$ cat src/rtl/fft_peak_pkg.sv
// Shared types and helpers for the FFT peak picker and its magnitude stage.
package fft_peak_pkg;

  typedef enum logic [2:0] {IDLE, SCAN, DRAIN, EMIT, FIN, WAIT_LOW} peak_state_t;

  localparam int PIPE_DEPTH   = 2;
  localparam int MAG_W_FACTOR = 2;

  // Octave band of a bin: MSB position relative to the first band's exponent.
  function automatic int band_of(input logic [31:0] bin, input int first_log2);
    int msb;
    msb = 0;
    for (int i = 0; i < 32; i++) if (bin[i]) msb = i;
    return msb - first_log2;
  endfunction

endpackage

$ cat src/rtl/complex_mag_sq.sv
// Registered re^2 + im^2 with valid passthrough; the sum is unsigned and never wraps.
module complex_mag_sq
  import fft_peak_pkg::*;
#(
  parameter int DW = 16,
  localparam int MW = MAG_W_FACTOR * DW
) (
  input  logic                 clk,
  input  logic                 rst,
  input  logic                 valid,
  input  logic signed [DW-1:0] re,
  input  logic signed [DW-1:0] im,
  output logic                 mag_valid,
  output logic [MW-1:0]        mag
);

  logic signed [MW-1:0] re_x, im_x, sq_re, sq_im;

  assign re_x  = re;
  assign im_x  = im;
  assign sq_re = re_x * re_x;
  assign sq_im = im_x * im_x;

  always_ff @(posedge clk or posedge rst) begin
    if (rst) begin
      mag_valid <= 1'b0;
      mag       <= '0;
    end else begin
      mag_valid <= valid;
      if (valid) mag <= $unsigned(sq_re) + $unsigned(sq_im);
    end
  end

endmodule

$ cat src/rtl/fft_peak_picker.sv
// Per-octave spectral peak extractor behind the FFT core's DMA port.
// Optional PEAK_THRESHOLD_EN: adds mag_threshold and skips bands whose best mag falls below it.
module fft_peak_picker
  import fft_peak_pkg::*;
#(
  parameter int FFT_LENGTH      = 1024,
  parameter int FFT_DW          = 16,
  parameter int FFT_N           = $clog2(FFT_LENGTH),
  parameter int FIRST_BAND_LOG2 = 3,
  parameter int NUM_BANDS       = 6,
  localparam int BAND_W = (NUM_BANDS > 1) ? $clog2(NUM_BANDS) : 1,
  localparam int MAG_W  = MAG_W_FACTOR * FFT_DW
) (
  input  logic                     clk,
  input  logic                     rst,
  input  logic                     fft_done,
  input  logic [7:0]               fft_bfpexp,
  output logic                     dmaact,
  output logic [FFT_N-1:0]         dmaa,
  input  logic signed [FFT_DW-1:0] dmadr_real,
  input  logic signed [FFT_DW-1:0] dmadr_imag,
  output logic                     fin,
`ifdef PEAK_THRESHOLD_EN
  input  logic [MAG_W-1:0]         mag_threshold,
`endif
  output logic                     pk_valid,
  input  logic                     pk_ready,
  output logic [BAND_W-1:0]        pk_band,
  output logic [FFT_N-1:0]         pk_bin,
  output logic [MAG_W-1:0]         pk_mag,
  output logic [7:0]               pk_exp,
  output logic                     pk_last
);

  if (FIRST_BAND_LOG2 + NUM_BANDS > FFT_N - 1) begin : g_bad_cfg
    $error("fft_peak_picker: FIRST_BAND_LOG2+NUM_BANDS exceeds FFT_N-1");
  end

  localparam logic [FFT_N-1:0] FIRST_BIN = FFT_N'(1) << FIRST_BAND_LOG2;
  localparam logic [FFT_N-1:0] LAST_BIN  = FFT_N'((1 << (FIRST_BAND_LOG2 + NUM_BANDS)) - 1);

  typedef struct packed {
    logic [FFT_N-1:0] bin;
    logic [MAG_W-1:0] mag;
  } band_rec_t;

  peak_state_t      state, state_nxt;
  band_rec_t        best [NUM_BANDS];
  band_rec_t        best_nxt [NUM_BANDS];
  logic [1:0]       drain_cnt;
  logic             drain_done;
  logic             data_vld, mag_valid;
  logic [FFT_N-1:0] bin_d1, bin_d2;
  logic [MAG_W-1:0] mag;
  logic [BAND_W-1:0] upd_band;
  logic [NUM_BANDS-1:0] qual;
  logic             any_q, first_last, nxt_last, load, load_last;
  logic [BAND_W-1:0] first_idx, nxt_idx, load_idx;
  logic             dmaact_nxt, fin_nxt, pk_valid_nxt;
  logic [FFT_N-1:0] dmaa_nxt;

  // Bin tag travels alongside the data: address cycle -> data cycle -> mag cycle.
  always_ff @(posedge clk or posedge rst) begin
    if (rst) begin
      data_vld <= 1'b0;
      bin_d1   <= '0;
      bin_d2   <= '0;
    end else begin
      data_vld <= dmaact;
      bin_d1   <= dmaa;
      bin_d2   <= bin_d1;
    end
  end

  complex_mag_sq #(.DW(FFT_DW)) u_mag (
    .clk       (clk),
    .rst       (rst),
    .valid     (data_vld && state != IDLE),
    .re        (dmadr_real),
    .im        (dmadr_imag),
    .mag_valid (mag_valid),
    .mag       (mag)
  );

  assign upd_band = BAND_W'(band_of(32'(bin_d2), FIRST_BAND_LOG2));

  // Strictly-greater replace with ascending bins keeps the lowest bin on ties.
  always_comb begin
    best_nxt = best;
    if (state == IDLE) begin
      for (int k = 0; k < NUM_BANDS; k++) begin
        best_nxt[k].bin = FIRST_BIN << k;
        best_nxt[k].mag = '0;
      end
    end else if (mag_valid && (state == SCAN || state == DRAIN) &&
                 int'(upd_band) < NUM_BANDS && mag > best[upd_band].mag) begin
      best_nxt[upd_band] = '{bin: bin_d2, mag: mag};
    end
  end

  always_ff @(posedge clk or posedge rst) begin
    if (rst) for (int k = 0; k < NUM_BANDS; k++) best[k] <= '0;
    else     best <= best_nxt;
  end

  always_comb begin
    for (int k = 0; k < NUM_BANDS; k++) begin
`ifdef PEAK_THRESHOLD_EN
      qual[k] = best_nxt[k].mag >= mag_threshold;
`else
      qual[k] = 1'b1;
`endif
    end
  end

  // Selection reads best_nxt so the final DRAIN update is visible when loading band 0.
  always_comb begin
    any_q      = |qual;
    first_idx  = '0;
    nxt_idx    = '0;
    first_last = 1'b1;
    nxt_last   = 1'b1;
    for (int k = NUM_BANDS - 1; k >= 0; k--) begin
      if (qual[k]) first_idx = BAND_W'(k);
      if (qual[k] && k > int'(pk_band)) nxt_idx = BAND_W'(k);
    end
    for (int k = 0; k < NUM_BANDS; k++) begin
      if (qual[k] && k > int'(first_idx)) first_last = 1'b0;
      if (qual[k] && k > int'(nxt_idx))   nxt_last   = 1'b0;
    end
  end

  assign drain_done = drain_cnt == 2'(PIPE_DEPTH - 1);

  always_ff @(posedge clk or posedge rst) begin
    if (rst) begin
      state     <= IDLE;
      drain_cnt <= '0;
    end else begin
      state     <= state_nxt;
      drain_cnt <= (state == DRAIN) ? drain_cnt + 2'd1 : 2'd0;
    end
  end

  always_comb begin
    state_nxt = state;
    case (state)
      IDLE:     if (fft_done) state_nxt = SCAN;
      SCAN:     if (!fft_done) state_nxt = IDLE;
                else if (dmaa == LAST_BIN) state_nxt = DRAIN;
      DRAIN:    if (!fft_done) state_nxt = IDLE;
                else if (drain_done) state_nxt = any_q ? EMIT : FIN;
      EMIT:     if (!fft_done) state_nxt = IDLE;
                else if (pk_valid && pk_ready && pk_last) state_nxt = FIN;
      FIN:      state_nxt = WAIT_LOW;
      WAIT_LOW: if (!fft_done) state_nxt = IDLE;
      default:  state_nxt = IDLE;
    endcase
  end

  always_comb begin
    dmaact_nxt   = state_nxt == SCAN;
    dmaa_nxt     = '0;
    if (state_nxt == SCAN) dmaa_nxt = (state == SCAN) ? dmaa + 1'b1 : FIRST_BIN;
    fin_nxt      = state_nxt == FIN;
    pk_valid_nxt = state_nxt == EMIT;
    load         = 1'b0;
    load_idx     = first_idx;
    load_last    = first_last;
    if (state == DRAIN && state_nxt == EMIT) begin
      load = 1'b1;
    end else if (state == EMIT && state_nxt == EMIT && pk_valid && pk_ready) begin
      load      = 1'b1;
      load_idx  = nxt_idx;
      load_last = nxt_last;
    end
  end

  always_ff @(posedge clk or posedge rst) begin
    if (rst) begin
      dmaact   <= 1'b0;
      dmaa     <= '0;
      fin      <= 1'b0;
      pk_valid <= 1'b0;
      pk_last  <= 1'b0;
      pk_band  <= '0;
      pk_bin   <= '0;
      pk_mag   <= '0;
      pk_exp   <= '0;
    end else begin
      dmaact   <= dmaact_nxt;
      dmaa     <= dmaa_nxt;
      fin      <= fin_nxt;
      pk_valid <= pk_valid_nxt;
      if (state == IDLE && state_nxt == SCAN) pk_exp <= fft_bfpexp;
      if (load) begin
        pk_band <= load_idx;
        pk_bin  <= best_nxt[load_idx].bin;
        pk_mag  <= best_nxt[load_idx].mag;
        pk_last <= load_last;
      end else if (!pk_valid_nxt) begin
        pk_last <= 1'b0;
      end
    end
  end

endmodule

$ cat config.mk
export PLATFORM = sky130hd
export DESIGN_NAME = fft_peak_picker
export DESIGN_NICKNAME = d
export VERILOG_FILES = /design/src/rtl/fft_peak_pkg.sv /design/src/rtl/complex_mag_sq.sv /design/src/rtl/fft_peak_picker.sv
export SDC_FILE = /design/constraint.sdc
export NUM_CORES = 2
export LEC_CHECK = 0
export CORE_UTILIZATION = 52
export DETAILED_ROUTE_END_ITERATION = 12
export HOLD_SLACK_MARGIN = 0.08
export PLACE_DENSITY = 0.66
export SLEW_MARGIN = 20
export SYNTH_ARGS = -nofsm -noshare
export SYNTH_HDL_FRONTEND = slang
export SYNTH_SLANG_ARGS = --single-unit
export TNS_END_PERCENT = 5
$ cat constraint.sdc
create_clock -name clk -period 22.2 [get_ports clk]
set_input_delay 4.44 -clock clk [delete_from_list [all_inputs] [get_ports clk]]
set_output_delay 4.44 -clock clk [all_outputs]
set_load 0.02 [all_outputs]
==> results.toml <==
[critical_path]
r2r_start = "bin_d2[2]$_DFF_PP0_"
crit_end = "u_mag.mag[31]$_DFFE_PP0P_"
worstReg2RegEnd = "pk_bin[7]$_DFFE_PP0P_"
cp-startpoint = "dmadr_real[15]"
r2r_setup_slack_ns = 13.77
cp_data_arrival_time_ns = 12.70
crit_type = "primary input to register"
cp_max_fo = 17
reg2reg_depth = 23
startpoint_type = "primary input"
worstPathRequired_ns = 22.67
end_kind = "register"

[timing]
finalCritPeriodShare_pct = 55.11
clock_skew_ns = 0.01775
rsz0062_at_grt = "false"
hold_viol_final = 0
maxSlewViolCount = 0
setup_viol = 0
tightest_slew_ns = 1.139
fmax_mhz = 81.74
relSlewSlack_pct = 23.88
period_needed_ns = 12.23
tns_ns = 0

[synth]
async_flop_share_pct = 100.0
syn-num-nets = 4863
synth_edf_count = 0
synth.top_cells.by_area = "fa_1 (28%), dfrtp_1 (25%), nand2_1 (7.3%)"
ys_ff_latch = 378
synthTopCellsByCount = "nand2_1 (724), inv_1 (648), fa_1 (521), dfrtp_1 (378), a21oi_1 (273)"
avgSynthCellArea_um2 = 9.053
yosysWarnings = 0
synth_top_area_cell = "fa_1"
synth.distinct_cells = 79
synth_most_common_cell = "nand2_1"
synth_flop_cell = "dfrtp_1"
synth_top_area_share_pct = 27.99
seq_area_frac_synth_pct = 25.39
syn-cell-area_mm2 = 0.03726
netlist_instances = 4116

[global_routing]
grtUsageTotal_pct = 28.81
globalRoute.totalOverflow = 0
grt_pass1_vias = 29010
grt_pass1_wl_um = 165600
antenna_found_initial = 1
grt_max_degree = 181

[die]
io_pins = 111
coreArea_mm2 = 0.07051
dieWidth_um = 269.7
dieArea_mm2 = 0.07273
die_y_um = 269.7
initial_core_util_pct = 52.84
rows = 97

[route]
drtPass1Iterations = 7
antenna_left = 0
vias = 28620
drc = 0
vias_per_cell = 5.705
wire_per_inst_um = 20.53
drt_iter0_drc = 2518
wl_um = 103000

[finish]
fin_area_mm2 = 0.04022
n_antenna_cell = 0
drive_gt1_share_pct = 4.832
nets = 4795
n_fill_cell = 6342
syn2layout_area_growth_pct = 7.945

[cts]
cts_hold_buf = 0
cts_sinks = 378
cts_buffers = 39
cts_setup_buffers = 0
htreeDepth = 2
cts-resized-gates = 0
clock_latency_ns = 0.56
clk_pin_slew_worst_paths_ns = 0.06
clockRootBuffer = "clkbuf_16"
tritoncts = "yes"
cts_buffer_depth = 3

[placed_design]
gp_congestion = 0.8878
placed_area_mm2 = 0.03888
io_buffers = 110
hpwl_um = 71730

[status]
outcome = "finished clean"

[min_path]
hold_path_class = "register to register"

[job]
drv_cap = 0
## final cells by class
| class | instances | area [um2] | area share (%) |
|---|---|---|---|
| Tap cell | 940 | 1176 | 2.924 |
| Clock buffer | 61 | 1211 | 3.011 |
| Timing Repair Buffer | 158 | 1486 | 3.696 |
| Multi-Input combinational cell | 2822 | 24320 | 60.46 |
| Sequential cell | 378 | 9459 | 23.52 |
| Inverter | 649 | 2444 | 6.075 |
| Clock inverter | 9 | 125.1 | 0.3111 |
## cells in the final DEF (no fill, tap or decap), types with 9 or more instances in the layout
cell             synthesis  layout
a211oi_1                20      20
a21o_1                  29      29
a21oi_1                273     273
a221oi_1                11      11
a22o_1                  12      12
a31o_2                  19      19
a31oi_1                123     122
a32o_1                  11      11
and2_1                 112     110
and3_1                  32      32
buf_4                   15      46
clkbuf_1               184       9
clkbuf_16                0      41
clkbuf_8                 0      11
clkdlybuf4s50_1          0     110
dfrtp_1                378     378
fa_1                   521     521
ha_1                   182     182
inv_1                  648     646
mux2_2                  25      25
mux2i_1                 74      74
nand2_1                724     720
nand3_1                165     165
nand4_1                 14      14
nor2_1                 142     139
nor2b_1                 17      16
nor3_1                  29      28
nor4_1                  11      11
o21ai_0                 82      82
o31ai_1                 14      14
xnor2_1                 43      43
xor2_1                  25      25
## sequential cells by signal, summed over array words and instances, names as in the netlist
signal	count
dmaact	1
dmaa	10
state	3
pk_band	3
best	252
pk_bin	10
fin	1
drain_cnt	2
data_vld	1
pk_exp	8
bin_d2	10
pk_valid	1
pk_mag	32
bin_d1	10
u_mag.mag	32
u_mag.mag_valid	1
pk_last	1
## critical path, stage by stage
cell	delay [ns]
clkdlybuf4s50_1	0.80
clkinv_1	0.64
fa_1	0.72
inv_1	0.06
fa_1	0.53
inv_1	0.05
fa_1	0.47
fa_1	0.55
inv_1	0.05
fa_1	0.48
fa_1	0.51
fa_1	0.53
inv_1	0.06
fa_1	0.47
inv_1	0.04
ha_1	0.35
and4_1	0.27
a2111oi_2	0.57
o21ai_0	0.32
nand3b_1	0.21
nand3b_1	0.12
a2111o_1	0.37
o211ai_1	0.09
## worst min path at each step
stage                              startpoint                   to  depth (start not counted)
after CTS                 bin_d1[1]$_DFF_PP0_  bin_d2[1]$_DFF_PP0_                          0
after detailed placement  bin_d1[1]$_DFF_PP0_  bin_d2[1]$_DFF_PP0_                          0
final                     bin_d1[1]$_DFF_PP0_  bin_d2[1]$_DFF_PP0_                          0
after floorplan           bin_d1[0]$_DFF_PP0_  bin_d2[0]$_DFF_PP0_                          0
after global routing      bin_d1[6]$_DFF_PP0_  bin_d2[6]$_DFF_PP0_                          0
after global placement    bin_d1[4]$_DFF_PP0_  bin_d2[4]$_DFF_PP0_                          0
## layer usage
metal | routed length, um | global-route usage, % | up-vias | share of wire, %
li1 | - | - | 13000 | -
met3 | 7488 | 3.268 | 223 | 7.3
met2 | 48790 | 47.16 | 1177 | 47
met1 | 43630 | 40.24 | 14220 | 42
met4 | 3084 | 9.031 | 2 | 3.0
met5 | 11 | 0 | - | 0.011
## stage by stage
step                std cells  hold WS [ns]  utilization, %  setup WS (ns)
finish                   5017        0.3463           57.04          9.966
detailed placement       4947        0.3358           55.14          9.427
CTS                      5017        0.3496           57.04          9.992
global route             5017        0.3560           57.04          9.515
global placement         4947        0.3335           55.14          9.560
floorplan                4116        0.3312               -          7.259
## logic make-up after synthesis
logic type,synth area share [%]
AOI/OAI and AO/OA,11.08
and+or+nand+nor,15.37
other,0.01006
muxes,2.804
buffers and inverters,9.600
adders and majority gates,34.10
xor gates and xnor gates,1.642
DFF,25.39
Power is not shown: default switching activity piles up to over one toggle a cycle in this logic, so the estimate is an artifact.
